<file path="config.mk">
export PLATFORM = sky130hd
export DESIGN_NAME = divide_recombine
export DESIGN_NICKNAME = d
export VERILOG_FILES = /design/src/rtl/divide_recombine.sv
export SDC_FILE = /design/constraint.sdc
export NUM_CORES = 1
export LEC_CHECK = 0
export BUFFER_PORTS_ARGS = -buffer_cell sky130_fd_sc_hd__buf_4
export CAP_MARGIN = 20
export CORE_ASPECT_RATIO = 1.5
export CORE_MARGIN = 2
export CORE_UTILIZATION = 57
export CTS_CLUSTER_DIAMETER = 120
export DETAILED_ROUTE_END_ITERATION = 8
export GPL_TIMING_DRIVEN = 1
export HOLD_SLACK_MARGIN = 0.15
export PLACE_DENSITY = 0.79
export SYNTH_ARGS = -nofsm -noshare
export SYNTH_HDL_FRONTEND = slang
export SYNTH_SLANG_ARGS = --single-unit
</file>
<file path="constraint.sdc">
create_clock -name clk -period 3.6 [get_ports clk]
set_input_delay 0.54 -clock clk [delete_from_list [all_inputs] [get_ports clk]]
set_output_delay 0.54 -clock clk [all_outputs]
set_load 0.05 [all_outputs]
</file>
<file path="src/rtl/divide_recombine.sv">
// Rebuilds a dividend N = Q*D + R by shift-add, one multiplier bit per clock.
// Latency: start accepted at edge k, N/ovf valid at edge k+8, done pulses for one cycle after that.
// Backpressure: start is only sampled in IDLE; requests while busy are dropped, not queued.
module divide_recombine (
    input  logic        clk,
    input  logic        rst,
    input  logic        start,
    input  logic [7:0]  Q,
    input  logic [7:0]  D,
    input  logic [7:0]  R,
    output logic [15:0] N,
    output logic        busy,
    output logic        done,
    output logic        ovf
);

    localparam logic [1:0] IDLE = 2'd0;
    localparam logic [1:0] RUN  = 2'd1;
    localparam logic [1:0] DONE = 2'd2;

    logic [1:0]  state;
    logic [15:0] acc;
    logic [15:0] mcand;
    logic [7:0]  mplier;
    logic [2:0]  cnt;
    logic [15:0] sum;

    // 255*255 + 255 fits in 16 bits, so the accumulator never needs a carry out
    always_comb begin
        sum = acc + (mplier[0] ? mcand : 16'd0);
    end

    assign busy = (state != IDLE);
    assign done = (state == DONE);

    always_ff @(posedge clk) begin
        if (rst) begin
            state  <= IDLE;
            acc    <= 16'd0;
            mcand  <= 16'd0;
            mplier <= 8'd0;
            cnt    <= 3'd0;
            N      <= 16'd0;
            ovf    <= 1'b0;
        end else begin
            case (state)
                IDLE: begin
                    if (start) begin
                        acc    <= {8'd0, R};
                        mcand  <= {8'd0, D};
                        mplier <= Q;
                        cnt    <= 3'd0;
                        state  <= RUN;
                    end
                end
                RUN: begin
                    acc    <= sum;
                    mcand  <= mcand << 1;
                    mplier <= mplier >> 1;
                    cnt    <= cnt + 3'd1;
                    // Fixed 8-step latency even when operands are zero
                    if (cnt == 3'd7) begin
                        N     <= sum;
                        ovf   <= |sum[15:8];
                        state <= DONE;
                    end
                end
                DONE: begin
                    state <= IDLE;
                end
                default: begin
                    state <= IDLE;
                end
            endcase
        end
    end

endmodule

</file>
==> impl_metrics.tcl, run 1 <==
set metrics [dict create \
    run_status "finished, final reports clean" \
    timing_hold_violations_final 0 \
    p_total_mw 1.55 \
    drive_gt1_share_pct 16.5 \
    critPathMaxStageDelay_ps 440 \
    p_per_area_mw_per_mm2 403 \
    syn_avg_cell_area_sq_um 7.81 \
    fmax_mhz 304 \
    synth_warnings 0 \
    cp_data_required_time_ps 3830 \
    swShare_pct 26.2 \
    drv_slew 0 \
    fin_crit_ps 3290 \
    cp_slowest_cell "dfxtp_1" \
    path_buf_inv 0 \
    cp.arrival_ps 3520 \
    num_antenna_cells 0 \
    finalSetupViolCount 0 \
    final_util_pct 69.7 \
    dieArea_sq_mm 0.00639 \
    dieHeight_um 96.9 \
    grt_max_degree 63 \
    drt_wl_total_mm 8.06 \
    setup_tns_ps 0 \
    drtAntennaViolNets 0 \
    synthSimpleGateAreaFrac_pct 27.1 \
    clkPwrFrac_pct 40.9 \
    grt_antenna_before_repair 0 \
    rsz0062_at_grt "false" \
    drtIter0Drc 144 \
    post-dp-hpwl_mm 5.58 \
    grt_pass1_wl_mm 13.6 \
    cts_hold_buf 0 \
    synthXorXnorAreaFrac_pct 3.47 \
    vias_per_cell 5.72 \
    synth_cell_type_count 45 \
    peakVddDrop_v 0.000230 \
    place_congestion 0.896 \
    grt_pass1_vias 2979 \
    syn_area_sq_mm 0.00328 \
    synth_edf_count 0 \
    syn_to_final_growth_pct 17.5 \
    min_path_type "flip-flop to flip-flop" \
    synth_nets 465 \
    cts_tree "done" \
    criticalPathCategory "flip-flop to flip-flop" \
    core_sq_mm 0.00553 \
    numCtsBuffers 9 \
    dr.pass1.iters 4 \
    slew_headroom_pct 49.8 \
    port_buffers 45 \
    switchingPower_mw 0.407 \
    clkLatencyLatePin_ps 340 \
    cts_sinks 62 \
    synth_fa_ha_area_share_pct 7.09 \
    place_inst 514 \
    h-tree-depth 3 \
    crit_path_end_kind "flip-flop" \
    initial_core_util_pct 59.3 \
    chipWidth_um 65.9 \
    synth_mux_area_share_pct 0.305 \
    crit_cells 11 \
    critPathLaunchType "flip-flop" \
    synth_compound_area_share_pct 20.8 \
    route.detailed.drc 0 \
    comb_power_share_pct 12.0 \
    ioPinCount 46 \
    num_rows 33 \
    drv_cap 0 \
    grt_usage_pct 27.2 \
    skew_ps 5.40 \
    synth_cells 420 \
    ctsRootBufferMaster "clkbuf_8" \
    clk_pin_slew_ps 70 \
    clockBufferDepth 2 \
    synth_top_cell_area_share_pct 37.8 \
    cts_resized 0 \
    synth_ff_type "dfxtp_1" \
    yosysTopAreaCell "dfxtp_1" \
    async_reset_ff_share_pct 0 \
    crit_chain "and2_1 -> ha_1 -> fa_1 -> a211oi_2 -> o21ai_2 -> a2111oi_4 -> o31ai_2 -> xor2_1 -> or3_1 -> nor4_2 -> a21oi_1" \
    ys_top_cells_by_area "dfxtp_1 (38%), nor2_1 (10%), ha_1 (6.5%), a21oi_1 (6.4%), nand2_1 (4.9%)" \
    nNetsFinal 500 \
    grt-ovfl-total 0 \
    power_frac_seq_pct 47.2 \
    stdcell_count 530 \
    p_int_mw 1.15 \
    whs_path_depth 2 \
    reg2reg_depth 11 \
    vias 3031 \
    synth_seq_cells 62 \
    cts_setup_buffers 0 \
    tightest_slew_ps 752 \
    synth-seq-area-share_pct 37.8 \
    wire_per_inst_um 15.2 \
    cpLargestDelayFamily "compound AO/OA/AOI/OAI gates" \
    min_period_over_period_pct 91.5 \
    leakagePower_nw 1.67 \
    cp_max_fo 17 \
    synth_top_family_by_area "simple AND/OR/NAND/NOR gates" \
]
## logic make-up (layout without fill, tap and decap cells)
| kind of cell | after synthesis | after routing |
|---|---|---|
| fa+ha+maj | 18 | 18 |
| buf+inv | 30 | 70 |
| flops | 62 | 62 |
| compound gates | 99 | 99 |
| mux | 1 | 1 |
| xor+xnor | 13 | 13 |
| simple gates | 197 | 197 |
## worst paths after layout
check / start / endpoint / slack [ps]
max: mplier[0] / ovf / 310
min: N[5] / N[5] / 460
max reg2reg: mplier[0] / ovf / 310
min reg2reg: N[5] / N[5] / 460
## synth_stat cells (5+ instances only)
master	number
and2_1	15
a211oi_1	5
xnor2_1	6
clkbuf_1	25
nand2_1	43
ha_1	17
xor2_1	7
dfxtp_1	62
nor2b_1	16
a22oi_1	18
a21oi_1	42
nor3_1	16
nor2_1	89
a311oi_1	5
## placed cells by master (no fill, tap or decap), drive strengths merged, types with 2 or more instances in the layout
cell type	count
nor2	89
a311oi	5
nand3	3
a211oi	6
clkbuf	11
nor2b	16
a2bb2oi	2
clkinv	2
xor2	7
a21o	5
and2	15
or2	2
o211ai	5
a21oi	42
inv	5
xnor2	6
nor4	3
ha	17
nand2	43
or3	4
dfxtp	62
a22oi	18
o31ai	2
nor3	16
o21ai	6
nand2b	4
buf	50
## stage by stage
stage / setup slack (ps) / hold slack [ps] / instance area, sq um
after floorplan: 524 / 436 / 3280
after global placement: 427 / 444 / 3650
after detailed placement: 332 / 447 / 3650
after CTS: 310 / 454 / 3850
after global routing: 105 / 463 / 3850
final: 305 / 456 / 3850
## cell type report
class	count	area, sq um
clock inverter	5	56.3
inverter	4	15.0
tap	70	87.6
multi-input combinational	328	1930
sequential	62	1240
timing repair buffer	50	375
fill	485	1680
clock buffer	11	151
## worst reg2reg max path: stages, from the launching register on
cell	delay [ps]
dfxtp_1	440
and2_1	210
ha_1	200
fa_1	440
a211oi_2	310
o21ai_2	140
a2111oi_4	440
o31ai_2	110
xor2_1	180
or3_1	410
nor4_2	220
a21oi_1	90
## metal layers
layer | share of wire, % | track usage [%] | up-vias
li1 | - | - | 1521
met3 | 4.5 | 5.00 | 20
met2 | 51 | 45.8 | 67
met4 | 3.1 | 13.0 | 0
met1 | 42 | 32.4 | 1423
met5 | 0 | 0 | -
## state kept, by name, indices dropped and copies added (netlist names)
register and cells:
mplier 8, N 16, ovf 1, cnt 3, state 2, acc 16, mcand 16
## power by group through the flow
stage	sequential [mW]	clock, mW	combinational (mW)
2_1_floorplan	0.741	0	0.135
3_3_place_gp	0.747	0	0.180
3_5_place_dp	0.748	0	0.185
4_1_cts	0.733	0.650	0.187
5_1_grt	0.736	0.682	0.208
6_report	0.733	0.635	0.186
Note: power is estimated with default switching activity, not from simulation.
==> run 2: changes to the inputs <==
--- a/config.mk
+++ b/config.mk
@@ -14,7 +14,7 @@
 export DETAILED_ROUTE_END_ITERATION = 8
 export GPL_TIMING_DRIVEN = 1
 export HOLD_SLACK_MARGIN = 0.15
-export PLACE_DENSITY = 0.79
+export PLACE_DENSITY = 0.78
 export SYNTH_ARGS = -nofsm -noshare
 export SYNTH_HDL_FRONTEND = slang
 export SYNTH_SLANG_ARGS = --single-unit
==> impl_metrics.tcl, run 2 (synthesis results as in run 1) <==
set metrics [dict create \
    initial_core_util_pct 59.3 \
    place_congestion 0.824 \
    layout_common_cells "nor2_1 (89), dfxtp_1 (62), buf_4 (50)" \
    drive_gt1_share_pct 16.5 \
    crit_path_end_kind "flip-flop" \
    dieArea_sq_mm 0.00639 \
    cts_hold_buf 0 \
    drtAntennaViolNets 0 \
    swShare_pct 25.6 \
    peakVddDrop_v 0.000353 \
    clockBufferDepth 2 \
    finalSetupViolCount 0 \
    min_period_over_period_pct 92.0 \
    crit_end "ovf" \
    cp_data_required_time_ps 3840 \
    cp.arrival_ps 3560 \
    grt_pass1_vias 2862 \
    fin_crit_ps 3310 \
    port_buffers 45 \
    comb_power_share_pct 11.3 \
    reg2reg_depth 11 \
    routed-wl-met2_mm 4.14 \
    chipWidth_um 65.9 \
    min_path_type "flip-flop to flip-flop" \
    place_worst_setup_slack_ps 295 \
    cp_max_fo 17 \
    setup_tns_ps 0 \
    grt-ovfl-total 0 \
    rsz0062_at_grt "false" \
    skew_ps 7.86 \
    route.detailed.drc 0 \
    leakagePower_nw 1.68 \
    grt_pass1_wl_mm 12.8 \
    nNetsFinal 500 \
    vias_per_cell 5.68 \
    core_sq_mm 0.00553 \
    cts_sinks 62 \
    rr_endpoint "ovf" \
    p_per_area_mw_per_mm2 422 \
    fin_area_sq_mm 0.00388 \
    critPathLaunchType "flip-flop" \
    ioPinCount 46 \
    crit_path_start "mplier[0]" \
    cts_resized 0 \
    vias 3008 \
    final_common_cell "nor2_1" \
    h-tree-depth 3 \
    num_antenna_cells 0 \
    layout_setup_ws_ps 289 \
    wire_per_inst_um 15.2 \
    routed.top_layer "met4" \
    largest_registers "N x16, acc x16, mcand x16" \
    nFillCells 471 \
    clkLatencyLatePin_ps 350 \
    power_frac_seq_pct 44.9 \
    post-dp-hpwl_mm 5.57 \
    placed_area_sq_mm 0.00365 \
    final_util_pct 70.1 \
    drtIter0Drc 257 \
    drv_slew 0 \
    tightest_slew_ps 714 \
    wl_met3_um 297 \
    syn_to_final_growth_pct 18.2 \
    num_rows 33 \
    ctsRootBufferMaster "clkbuf_8" \
    grt_max_degree 63 \
    timing_hold_violations_final 0 \
    slew_headroom_pct 52.3 \
    clk_pin_slew_ps 70 \
    fmax_mhz 302 \
    dr.pass1.iters 4 \
    p_int_mw 1.22 \
    regToRegSetupSlack_ps 290 \
    drt_wl_total_mm 8.06 \
    grt_antenna_before_repair 0 \
    cts_setup_buffers 0 \
    numCtsBuffers 9 \
    criticalPathCategory "flip-flop to flip-flop" \
    reg2reg_from "mplier[0]" \
    cts_tree "done" \
    switchingPower_mw 0.418 \
    met1Wirelength_mm 3.33 \
    drv_cap 0 \
    clkPwrFrac_pct 43.8 \
    run_status "finished, final reports clean" \
    dieHeight_um 96.9 \
    grt_usage_pct 26.1 \
]
[run 2: cell types whose count changed in the layout (fill, tap and decap cells not counted)]
cell	before	now
inv_6	1	0
bufinv_16	1	2
clkinv_2	2	1
clkinv_4	0	1
[run 2: power groups by stage]
stage / registers [mW] / clock network, mW / logic (mW)
2_1_floorplan: 0.741 / 0 / 0.135
3_3_place_gp: 0.748 / 0 / 0.180
3_5_place_dp: 0.749 / 0 / 0.184
4_1_cts: 0.733 / 0.726 / 0.186
5_1_grt: 0.737 / 0.750 / 0.206
6_report: 0.733 / 0.716 / 0.186
[run 2: worst min path at each step]
stage | start | end | cells past startpoint
after floorplan | acc[2] | acc[2] | 2
after detailed placement | N[5] | N[5] | 2
after global placement | N[5] | N[5] | 2
after global routing | D[2] | mcand[2] | 3
after CTS | R[6] | acc[6] | 3
final | N[5] | N[5] | 2
[run 2: stage by stage]
step	hold WS, ps	instances	total power, mW
2_1_floorplan	436	420	0.876
6_report	456	530	1.63
4_1_cts	456	530	1.65
5_1_grt	463	530	1.69
3_5_place_dp	448	514	0.933
3_3_place_gp	444	514	0.928
[run 2: layout make-up]
cell class              instances  area, sq um  share of cell area [%]
flip-flops and latches         62         1240                    32.0
repair buffers                 50          375                    9.68
clock buffers                  11          151                    3.90
well taps                      70         87.6                    2.26
clock inverters                 5         81.3                    2.10
multi-input cells             328         1930                    49.7
inverters                       4         15.0                   0.387
[run 2: per-layer routing]
metal / global-route usage (%) / vias up
met2: 45.4 / 65
met5: 0 / -
met1: 29.1 / 1403
li1: - / 1518
met3: 3.60 / 22
met4: 15.5 / 0
[run 2: critical path, stage by stage, from the launching register on]
cell and delay (ps):
dfxtp_1 440, and2_1 210, ha_1 210, fa_1 430, a211oi_2 310, o21ai_2 140, a2111oi_4 450, o31ai_2 100
xor2_1 180, or3_1 420, nor4_2 220, a21oi_1 90
